$ cat src/rtl/decode_issue_stage.sv
`default_nettype none
// ============================================================================
// Module  : decode_issue_stage
// Purpose : Decode/issue stage with an N-entry register file, a per-register
//           pending-write scoreboard that raises its own stalls, and a
//           valid/ready decode-to-execute pipeline register.
// Options : DECODE_ISSUE_BYPASS_EN - forward a retiring writeback value to a
//           waiting consumer so it issues in the writeback cycle.
// Revision: 1.0 - initial release
// ============================================================================
module decode_issue_stage #(
  parameter int WIDTH      = 16,
  parameter int NUM_REGS   = 8,
  parameter int CTRL_WIDTH = 32,
  parameter int PEND_BITS  = 2,
  localparam int REG_BITS  = $clog2(NUM_REGS)
) (
  input  logic                  clk,
  input  logic                  reset,
  input  logic                  in_valid,
  output logic                  in_ready,
  input  logic [CTRL_WIDTH-1:0] in_ctrl,
  input  logic [REG_BITS-1:0]   in_src1,
  input  logic [REG_BITS-1:0]   in_src2,
  input  logic [REG_BITS-1:0]   in_dest,
  input  logic                  in_uses_src1,
  input  logic                  in_uses_src2,
  input  logic                  in_writes_dest,
  input  logic [WIDTH-1:0]      in_imm,
  input  logic                  wb_valid,
  input  logic [REG_BITS-1:0]   wb_dest,
  input  logic [WIDTH-1:0]      wb_data,
  input  logic                  flush,
  output logic                  out_valid,
  input  logic                  out_ready,
  output logic [CTRL_WIDTH-1:0] out_ctrl,
  output logic [WIDTH-1:0]      out_sr1,
  output logic [WIDTH-1:0]      out_sr2,
  output logic [REG_BITS-1:0]   out_dest,
  output logic                  out_writes_dest,
  output logic [WIDTH-1:0]      out_imm,
  output logic                  stall
);

  localparam logic [PEND_BITS-1:0] c_PEND_MAX = {PEND_BITS{1'b1}};

  // Architectural state
  logic [WIDTH-1:0]      r_regs [NUM_REGS];
  logic [PEND_BITS-1:0]  r_pend [NUM_REGS];

  // Output pipeline register
  logic                  r_out_valid;
  logic [CTRL_WIDTH-1:0] r_out_ctrl;
  logic [WIDTH-1:0]      r_out_sr1;
  logic [WIDTH-1:0]      r_out_sr2;
  logic [REG_BITS-1:0]   r_out_dest;
  logic                  r_out_writes_dest;
  logic [WIDTH-1:0]      r_out_imm;

  // Combinational decode signals
  logic [WIDTH-1:0]      w_rd1;
  logic [WIDTH-1:0]      w_rd2;
  logic [PEND_BITS-1:0]  w_pend1;
  logic [PEND_BITS-1:0]  w_pend2;
  logic [PEND_BITS-1:0]  w_pend_d;
  logic                  w_haz1;
  logic                  w_haz2;
  logic                  w_haz_sat;
  logic                  w_hazard;
  logic                  w_ready;
  logic                  w_accept;
  logic                  w_squash_wr;
  logic [PEND_BITS-1:0]  w_pend_nxt [NUM_REGS];
  logic [NUM_REGS-1:0]   w_underflow;

  assign w_pend1  = r_pend[in_src1];
  assign w_pend2  = r_pend[in_src2];
  assign w_pend_d = r_pend[in_dest];

  // Operand read and source hazard detection (optionally bypassing a retiring write)
  always_comb begin
    w_rd1  = r_regs[in_src1];
    w_rd2  = r_regs[in_src2];
    w_haz1 = in_uses_src1 & (w_pend1 != '0);
    w_haz2 = in_uses_src2 & (w_pend2 != '0);
`ifdef DECODE_ISSUE_BYPASS_EN
    // A retiring write that is the only one in flight satisfies the source
    if (wb_valid && (wb_dest == in_src1)) begin
      w_rd1 = wb_data;
      if (w_pend1 == PEND_BITS'(1)) w_haz1 = 1'b0;
    end
    if (wb_valid && (wb_dest == in_src2)) begin
      w_rd2 = wb_data;
      if (w_pend2 == PEND_BITS'(1)) w_haz2 = 1'b0;
    end
`endif
  end

  // Another writer to a saturated destination would overflow its counter
  assign w_haz_sat   = in_writes_dest & (w_pend_d == c_PEND_MAX);
  assign w_hazard    = w_haz1 | w_haz2 | w_haz_sat;
  assign w_ready     = ~reset & ~flush & ~w_hazard & (~r_out_valid | out_ready);
  assign w_accept    = in_valid & w_ready;
  assign w_squash_wr = flush & r_out_valid & r_out_writes_dest;

  assign in_ready = w_ready;
  assign stall    = in_valid & ~w_ready;

  // Per-register next pending count: +issue, -writeback, -squash, clamped at zero
  for (genvar g = 0; g < NUM_REGS; g++) begin : g_pend
    logic               w_inc;
    logic               w_dec_wb;
    logic               w_dec_fl;
    logic [PEND_BITS:0] w_sum;
    logic [PEND_BITS:0] w_ndec;
    logic [PEND_BITS:0] w_diff;

    assign w_inc    = w_accept & in_writes_dest & (in_dest == REG_BITS'(g));
    assign w_dec_wb = wb_valid & (wb_dest == REG_BITS'(g));
    assign w_dec_fl = w_squash_wr & (r_out_dest == REG_BITS'(g));
    assign w_sum    = {1'b0, r_pend[g]} + (PEND_BITS+1)'(w_inc);
    assign w_ndec   = (PEND_BITS+1)'(w_dec_wb) + (PEND_BITS+1)'(w_dec_fl);
    assign w_diff   = w_sum - w_ndec;
    assign w_underflow[g] = (w_sum < w_ndec);
    assign w_pend_nxt[g]  = w_underflow[g] ? '0 : w_diff[PEND_BITS-1:0];
  end

  // Scoreboard register; an underflow means writeback retired an unissued write
  always_ff @(posedge clk) begin
    if (reset) begin
      for (int i = 0; i < NUM_REGS; i++) r_pend[i] <= '0;
    end else begin
      for (int i = 0; i < NUM_REGS; i++) begin
        r_pend[i] <= w_pend_nxt[i];
`ifndef SYNTHESIS
        assert (!w_underflow[i])
          else $error("decode_issue_stage: pending counter underflow on r%0d", i);
`endif
      end
    end
  end

  // Register file write port
  always_ff @(posedge clk) begin
    if (reset) begin
      for (int i = 0; i < NUM_REGS; i++) r_regs[i] <= '0;
    end else if (wb_valid) begin
      r_regs[wb_dest] <= wb_data;
    end
  end

  // Decode-to-execute register: flush beats accept, accept beats consume
  always_ff @(posedge clk) begin
    if (reset) begin
      r_out_valid       <= 1'b0;
      r_out_ctrl        <= '0;
      r_out_sr1         <= '0;
      r_out_sr2         <= '0;
      r_out_dest        <= '0;
      r_out_writes_dest <= 1'b0;
      r_out_imm         <= '0;
    end else if (flush) begin
      r_out_valid <= 1'b0;
      r_out_ctrl  <= '0;
    end else if (w_accept) begin
      r_out_valid       <= 1'b1;
      r_out_ctrl        <= in_ctrl;
      r_out_sr1         <= w_rd1;
      r_out_sr2         <= w_rd2;
      r_out_dest        <= in_dest;
      r_out_writes_dest <= in_writes_dest;
      r_out_imm         <= in_imm;
    end else if (out_ready) begin
      r_out_valid <= 1'b0;
      r_out_ctrl  <= '0;
    end
  end

  assign out_valid       = r_out_valid;
  assign out_ctrl        = r_out_ctrl;
  assign out_sr1         = r_out_sr1;
  assign out_sr2         = r_out_sr2;
  assign out_dest        = r_out_dest;
  assign out_writes_dest = r_out_writes_dest;
  assign out_imm         = r_out_imm;

endmodule
`default_nettype wire

$ cat config.mk
export PLATFORM = sky130hd
export DESIGN_NAME = decode_issue_stage
export DESIGN_NICKNAME = d
export VERILOG_FILES = /design/src/rtl/decode_issue_stage.sv
export SDC_FILE = /design/constraint.sdc
export NUM_CORES = 1
export LEC_CHECK = 0
export ABC_AREA = 1
export ABC_CLOCK_PERIOD_IN_PS = 2950
export BUFFER_PORTS_ARGS = -buffer_cell sky130_fd_sc_hd__clkbuf_2
export CAP_MARGIN = 20
export CORE_ASPECT_RATIO = 1.5
export CORE_MARGIN = 5
export CORE_UTILIZATION = 33
export DETAILED_ROUTE_END_ITERATION = 8
export GPL_TIMING_DRIVEN = 0
export PLACE_DENSITY = 0.56
export SLEW_MARGIN = 30
export SYNTH_ARGS = -nofsm -noshare
export SYNTH_HDL_FRONTEND = slang
export SYNTH_SLANG_ARGS = --single-unit
$ cat constraint.sdc
create_clock -name clk -period 2.95 [get_ports clk]
set_input_delay 0.1475 -clock clk [delete_from_list [all_inputs] [get_ports clk]]
set_output_delay 0.1475 -clock clk [all_outputs]
set_load 0.02 [all_outputs]
==> parameters.txt, run 1 <==
Parameter                              Value

Run status
  Outcome ... finished clean

Detailed routing
  Via density per instance ... approximately 5.4
  Via count ... 10900
  Number of nets with antenna violations after routing ... 0
  DRT Pass-1 Iters ... 6
  DRT Wirelength ... 43200 um
  Violation count after the first detailed-routing iteration ... between 1000 and 1500
  Detail Route met2 WL ... roughly 22000 um
  Met1 Wirelength ... 15000 um
  Detail-routed net length per standard cell ... approximately 21 um
  DRC violations left ... 0
  Top Layer Used ... met4
  Met3 WL post-DR ... approximately 3400 um

Critical path
  Endpoint class of the critical path ... register
  CP startpoint kind ... register
  Cell class contributing the biggest share of worst-path delay ... simple AND/OR/NAND/NOR gates
  Slowest stage cell on the critical path ... sky130_fd_sc_hd__fa_1
  Critical Path Fanout Max ... 5
  Critical path class ... register to register
  Cell breakdown of the critical path ... nor2_2 -> nand2_1 -> nand3_1 -> nand3_1 -> nand3_2 -> nand2_2 -> nor3_4 -> buf_6 -> nand3_4 -> nor2_1 -> ha_2 -> fa_1 -> nand2_1 -> nor2_1 -> o21ai_1 -> nor3b_1
  Count of buffering cells on the critical path with inverters included ... 1
  Maximum single-stage delay on the critical path ... ~440 ps
  Critical path data arrival time ... between 3000 and 4000 ps
  Required time of the critical path ... roughly 3400 ps

Yosys
  Number of distinct library cells after synthesis ... 27
  Cell accounting for the most synthesized area ... sky130_fd_sc_hd__edfxtp_1
  Count of mapped cells out of synthesis ... ~1300
  Main area contributors after synthesis ... sky130_fd_sc_hd__edfxtp_1 (34%), sky130_fd_sc_hd__dfxtp_1 (18%), sky130_fd_sc_hd__nor2_1 (13%), sky130_fd_sc_hd__o21ai_0 (7.9%), sky130_fd_sc_hd__nand2_1 (5.1%)
  Syn_area_per_cell ... roughly 8.3 sq um
  Net count of the mapped netlist ... approximately 1500
  Share of async-settable or async-resettable flops after synthesis ... 0
  Most common flop cell mapped by yosys ... sky130_fd_sc_hd__edfxtp_1
  Post-synth top area share ... 0.342
  Register area share after synthesis ... 0.521
  Synthesized area ... between 10000 and 15000 sq um
  Yosys warnings ... 0
  Number of enable flip-flop cells after synthesis ... about 130
  Synthesized flop and latch total ... between 200 and 250

Placement
  Final weighted congestion in routability-driven placement ... 0.988
  HPWL after DPL ... a little over 30000 um
  Port buffer count ... between 150 and 200
  Standard cell area after detailed placement ... about 13000 sq um

Die
  Std cell rows ... roughly 80
  Number of top-level design ports ... between 150 and 200
  Core region area ... 33500 sq um
  Horizontal extent of the die ... 161 um
  Die area ... 38000 sq um
  Die Y ... 236 um
  Starting density of the core ... 0.335

STA
  Worst-Margin Slew ... approximately 1000 ps
  Count of endpoints failing hold in the final timing report ... 0
  Setup violators final ... 0
  Max-slew violation count ... 0
  Part of the cycle the worst path needs ... 0.948
  Slew margin rel. ... 0.329
  Worst Skew ... 7.98 ps
  Post-route minimum period ... around 2800 ps
  Fmax achieved ... around 360 MHz

Clock network
  Post-CTS clock slew at the launch and capture registers of the worst setup and hold paths ... about 60 ps
  Largest buffer count on any clock path ... 3
  Clock root cell ... sky130_fd_sc_hd__clkbuf_16
  H-Tree Depth ... 1
  Inserted Clock Buffers ... 23
  Count of clock tree sinks ... 229
  Clock latency on the worst-skew pair ... 540 ps
  Clock tree from TritonCTS ... yes

Global routing
  Leftover overflow at the end of global routing ... 0
  Combined global-route utilization of all metal layers ... 0.218
  Wire length of the first global-routing pass ... around 64000 um
  Pin count of the biggest net entering global routing ... 17
  Via count of the first global-routing pass ... 10700
  Number of antenna violations at the first check in global routing ... 0

Pwr
  Power, Total ... 7.54 mW
  Static leakage power ... between 5 and 6 nW
  Power density cells ... around 530 nW/um^2
  Worst IR Drop VDD ... 369 uV

Layout
  Fraction of final layout cells with drive strength greater than 1 ... 0.170
  Most used cells in the layout excluding fill and tap cells ... sky130_fd_sc_hd__nor2_1 (372), sky130_fd_sc_hd__clkbuf_2 (169), sky130_fd_sc_hd__o21ai_0 (169), sky130_fd_sc_hd__nand2_1 (150), sky130_fd_sc_hd__edfxtp_1 (128)
  Sequential Area ... between 5000 and 6000 sq um
  Final non-filler cell area ... approximately 14000 sq um
  Final net count ... approximately 1700
  Area Overhead vs Synth ... 25.3%
  Number of inserted filler cells in the final layout ... roughly 3300
  Footprint of the multi-input gates ... 4880 sq um
  Commonest non-fill, non-tap cell in the layout ... sky130_fd_sc_hd__nor2_1
  # diodes ... 0

Worst hold path
  Worst min path class ... primary input to register

Run
  Max-Cap Viols ... 0
layer usage:
metal | track usage | vias up
met1 | 0.234 | 5053
met4 | 0.130 | 0
met3 | 0.0348 | 154
li1 | - | 5078
met5 | 0 | -
met2 | 0.397 | 627
state kept, by name (all words and copies together), names as in the netlist:
signal           flops
r_regs             128
out_ctrl            32
out_imm             16
out_sr1             16
out_sr2             16
r_pend              16
out_dest             3
out_valid            1
out_writes_dest      1
worst register-to-register path, cell delays in order, from the launching register on:
cell and delay (ps):
sky130_fd_sc_hd__dfxtp_2 350, sky130_fd_sc_hd__nor2_2 170, sky130_fd_sc_hd__nand2_1 70, sky130_fd_sc_hd__nand3_1 80
sky130_fd_sc_hd__nand3_1 80, sky130_fd_sc_hd__nand3_2 120, sky130_fd_sc_hd__nand2_2 120, sky130_fd_sc_hd__nor3_4 240
sky130_fd_sc_hd__buf_6 160, sky130_fd_sc_hd__nand3_4 110, sky130_fd_sc_hd__nor2_1 140, sky130_fd_sc_hd__ha_2 210
sky130_fd_sc_hd__fa_1 440, sky130_fd_sc_hd__nand2_1 110, sky130_fd_sc_hd__nor2_1 50, sky130_fd_sc_hd__o21ai_1 160
sky130_fd_sc_hd__nor3b_1 70
synthesized netlist by cell type (4+ instances only):
master	instances
sky130_fd_sc_hd__o22ai_1	16
sky130_fd_sc_hd__o21ai_1	12
sky130_fd_sc_hd__ha_1	32
sky130_fd_sc_hd__clkbuf_1	65
sky130_fd_sc_hd__a21oi_1	58
sky130_fd_sc_hd__nand3_1	56
sky130_fd_sc_hd__fa_1	8
sky130_fd_sc_hd__buf_4	7
sky130_fd_sc_hd__nand2_1	153
sky130_fd_sc_hd__dfxtp_1	101
sky130_fd_sc_hd__nor4_1	4
sky130_fd_sc_hd__buf_2	10
sky130_fd_sc_hd__o21ai_0	177
sky130_fd_sc_hd__edfxtp_1	128
sky130_fd_sc_hd__inv_1	73
sky130_fd_sc_hd__nor2_1	377
sky130_fd_sc_hd__o221ai_1	48
sky130_fd_sc_hd__nor3b_1	8
metrics by stage:
step,instances,utilization,hold slack [ps],TNS (ps),worst slack (ps)
floorplan,1348,-,295,0,216
global placement,1936,0.376,385,-12250,-523
detailed placement,1936,0.376,390,-15920,-542
CTS,2027,0.416,3.02,0,1.03
global route,2034,0.420,80.6,-45.5,-15.1
finish,2034,0.420,44.7,0,153
final cells by class:
type	count	area share
flip-flops and latches	229	0.416
multi-input cells	954	0.346
repair buffers	225	0.0987
clock buffers	28	0.0451
well taps	420	0.0373
plain buffers	89	0.0295
inverters	76	0.0202
clock inverters	13	0.00710
what timing repair did:
action                                  in CTS  in global routing
hold buffers                                49                  0
pin swaps                                    2                  9
buffers inserted                             1                  7
gates cloned                                 0                  0
hold endpoints to repair                    49                  0
endpoints found under the setup margin      16                 16
resized for setup                           25                 32
logic make-up after synthesis:
group	synth area share
compound gates	0.156
flops	0.521
fa+ha+maj	0.0498
simple gates	0.212
buf+inv	0.0606
report_power, final:
part / internal, mW / switching, mW / leakage (nW)
Combinational: 0.304 / 0.663 / 3.27
Clock: 1.63 / 1.32 / 0.369
Sequential: 3.53 / 0.0977 / 2.05
Total: 5.46 / 2.08 / 5.69
worst paths after layout:
| path | start | endpoint | slack [ps] | cells past startpoint |
|---|---|---|---|---|
| worst min register to register | out_ctrl[29] | out_ctrl[29] | 480 | 2 |
| worst min-delay path | in_dest[1] | out_dest[1] | 40 | 3 |
| worst max register to register | r_pend[7][1] | r_pend[6][1] | 150 | 16 |
| worst max-delay path | r_pend[7][1] | r_pend[6][1] | 150 | 16 |
(Power assumes the default switching activity.)
==> run 2, diff against run 1 <==
--- a/config.mk
+++ b/config.mk
@@ -14,6 +14,7 @@
 export CORE_UTILIZATION = 33
 export DETAILED_ROUTE_END_ITERATION = 8
 export GPL_TIMING_DRIVEN = 0
+export MAX_ROUTING_LAYER = met4
 export PLACE_DENSITY = 0.56
 export SLEW_MARGIN = 30
 export SYNTH_ARGS = -nofsm -noshare
==> parameters.txt, run 2 (synthesis results as in run 1) <==
Parameter                              Value

Critical path
  Critical Path Fanout Max ... 10
  Critical path data arrival time ... 3220 ps
  Endpoint class of the critical path ... register
  Critical path class ... register to register
  CP startpoint kind ... register
  Required time of the critical path ... about 3400 ps

Detailed routing
  Detail-routed net length per standard cell ... 21.1 um
  DRT Pass-1 Iters ... 6
  DRC violations left ... 0
  Number of nets with antenna violations after routing ... 0
  Via density per instance ... 5.35
  Violation count after the first detailed-routing iteration ... about 950
  Via count ... around 11000
  DRT Wirelength ... approximately 43000 um

Clock network
  Count of clock tree sinks ... roughly 230
  H-Tree Depth ... 1
  Post-CTS clock slew at the launch and capture registers of the worst setup and hold paths ... about 60 ps
  Clock latency on the worst-skew pair ... 540 ps
  Clock tree from TritonCTS ... yes
  Clock root cell ... sky130_fd_sc_hd__clkbuf_16
  Largest buffer count on any clock path ... 3
  Inserted Clock Buffers ... 24

Pwr
  Static leakage power ... around 5.7 nW
  Worst IR Drop VDD ... 367 uV
  Power density cells ... between 500 and 600 nW/um^2

Global routing
  Wire length of the first global-routing pass ... between 60000 and 70000 um
  Combined global-route utilization of all metal layers ... 0.224
  Leftover overflow at the end of global routing ... 0
  Number of antenna violations at the first check in global routing ... 0
  Via count of the first global-routing pass ... 10900
  Pin count of the biggest net entering global routing ... 17

STA
  Setup violators final ... 0
  Worst-Margin Slew ... around 1000 ps
  Part of the cycle the worst path needs ... 0.937
  Max-slew violation count ... 0
  Least setup slack across all paths after layout ... 185 ps
  Count of endpoints failing hold in the final timing report ... 0
  Post-route minimum period ... roughly 2800 ps
  Slew margin rel. ... 0.321
  Worst Skew ... approximately 12 ps
  Fmax achieved ... approximately 360 MHz

Run status
  Outcome ... finished clean

Layout
  Number of flip-flops under the largest register name ... approximately 130
  Most used cells in the layout excluding fill and tap cells ... sky130_fd_sc_hd__nor2_1 (370), sky130_fd_sc_hd__o21ai_0 (169), sky130_fd_sc_hd__clkbuf_2 (168), sky130_fd_sc_hd__nand2_1 (150), sky130_fd_sc_hd__edfxtp_1 (128)
  Register containing the most flip-flops in the final layout ... r_regs
  Fraction of final layout cells with drive strength greater than 1 ... 0.167
  Area Overhead vs Synth ... 25.7%
  Final standard cell count with taps included and fillers excluded ... approximately 2000
  Commonest non-fill, non-tap cell in the layout ... sky130_fd_sc_hd__nor2_1
  # diodes ... 0
  Final net count ... 1723

Die
  Die area ... roughly 38000 sq um
  Core region area ... 33500 sq um
  Std cell rows ... between 80 and 90
  Horizontal extent of the die ... approximately 160 um
  Starting density of the core ... 0.335
  Number of top-level design ports ... 172
  Die Y ... ~240 um

Worst hold path
  Worst min path class ... primary input to register

Placement
  Number of placed instances, taps included ... between 1500 and 2000
  Worst setup timing slack at the placement stage ... -573 ps
  Final weighted congestion in routability-driven placement ... approximately 1.0
  HPWL after DPL ... between 30000 and 40000 um
  Port buffer count ... ~170

Run
  Max-Cap Viols ... 0
==> run 2: cell types whose count changed in the layout (fill, tap and decap cells not counted), sizes merged <==
cell,before,now
buf,31,30
bufinv,1,3
clkbuf,262,261
clkinvlp,1,2
dlygate4sd3,49,50
inv,76,74
==> run 2: path summary, 6_finish.rpt <==
| check | start | to | slack, ps | cells after the start |
|---|---|---|---|---|
| setup / recovery | r_pend[0][1] | r_pend[3][1] | 190 | 18 |
| hold / removal | in_valid | out_sr1[0] | 50 | 5 |
| setup reg to reg | r_pend[0][1] | r_pend[3][1] | 190 | 18 |
| hold reg to reg | out_ctrl[2] | out_ctrl[2] | 480 | 2 |
==> run 2: report_power, final <==
group	internal [mW]	switching, mW	total (mW)
Combinational	0.303	0.661	0.964
Clock	1.80	1.32	3.12
Sequential	3.53	0.0965	3.63
Total	5.63	2.08	7.71
==> run 2: repair_timing <==
| item | 4_1_cts | 5_1_grt |
|---|---|---|
| gates resized for setup | 26 | 33 |
| hold buffers | 50 | 0 |
| buffers inserted | 1 | 5 |
| hold endpoints to repair | 50 | 0 |
| gates cloned | 0 | 0 |
| setup endpoints to repair | 16 | 16 |
| pin swaps | 4 | 6 |
==> run 2: cell type report <==
type | instances | area (sq um)
Buffer | 89 | 415
Fill cell | 3286 | 19400
Inverter | 76 | 285
Sequential cell | 229 | 5880
Timing Repair Buffer | 224 | 1390
Clock buffer | 28 | 636
Tap cell | 420 | 526
Multi-Input combinational cell | 954 | 4870
Clock inverter | 14 | 155
==> run 2: through the flow <==
stage | power, mW | hold WS [ps] | utilization | setup TNS, ps | cell area (sq um)
floorplan | 4.16 | 295 | - | 0 | 11300
global placement | 4.55 | 385 | 0.376 | -11280 | 12600
detailed placement | 4.56 | 387 | 0.376 | -13720 | 12600
CTS | 7.72 | 30.5 | 0.418 | 0 | 14000
global route | 7.95 | 72.3 | 0.422 | -12.4 | 14100
finish | 7.71 | 49.5 | 0.422 | 0 | 14100
==> run 2: routing by layer <==
metal	GRT usage	wire (um)
met5	-	0
met4	0.139	3140
met3	0.0295	3030
met2	0.392	21600
met1	0.237	15100
==> run 2: critical path, stage by stage (launching register included) <==
cell and delay, ps:
sky130_fd_sc_hd__dfxtp_2 350, sky130_fd_sc_hd__inv_1 90, sky130_fd_sc_hd__o21ai_1 130, sky130_fd_sc_hd__nand2_1 60
sky130_fd_sc_hd__nand2_1 50, sky130_fd_sc_hd__nand2_1 50, sky130_fd_sc_hd__nand2_1 60, sky130_fd_sc_hd__nand3_2 80
sky130_fd_sc_hd__nand2_2 120, sky130_fd_sc_hd__nor2_4 60, sky130_fd_sc_hd__nand2_4 130, sky130_fd_sc_hd__buf_12 180
sky130_fd_sc_hd__nor4_4 50, sky130_fd_sc_hd__ha_2 240, sky130_fd_sc_hd__fa_1 530, sky130_fd_sc_hd__nand2_1 80
sky130_fd_sc_hd__nor2_1 130, sky130_fd_sc_hd__o21ai_2 80, sky130_fd_sc_hd__nor3b_1 210
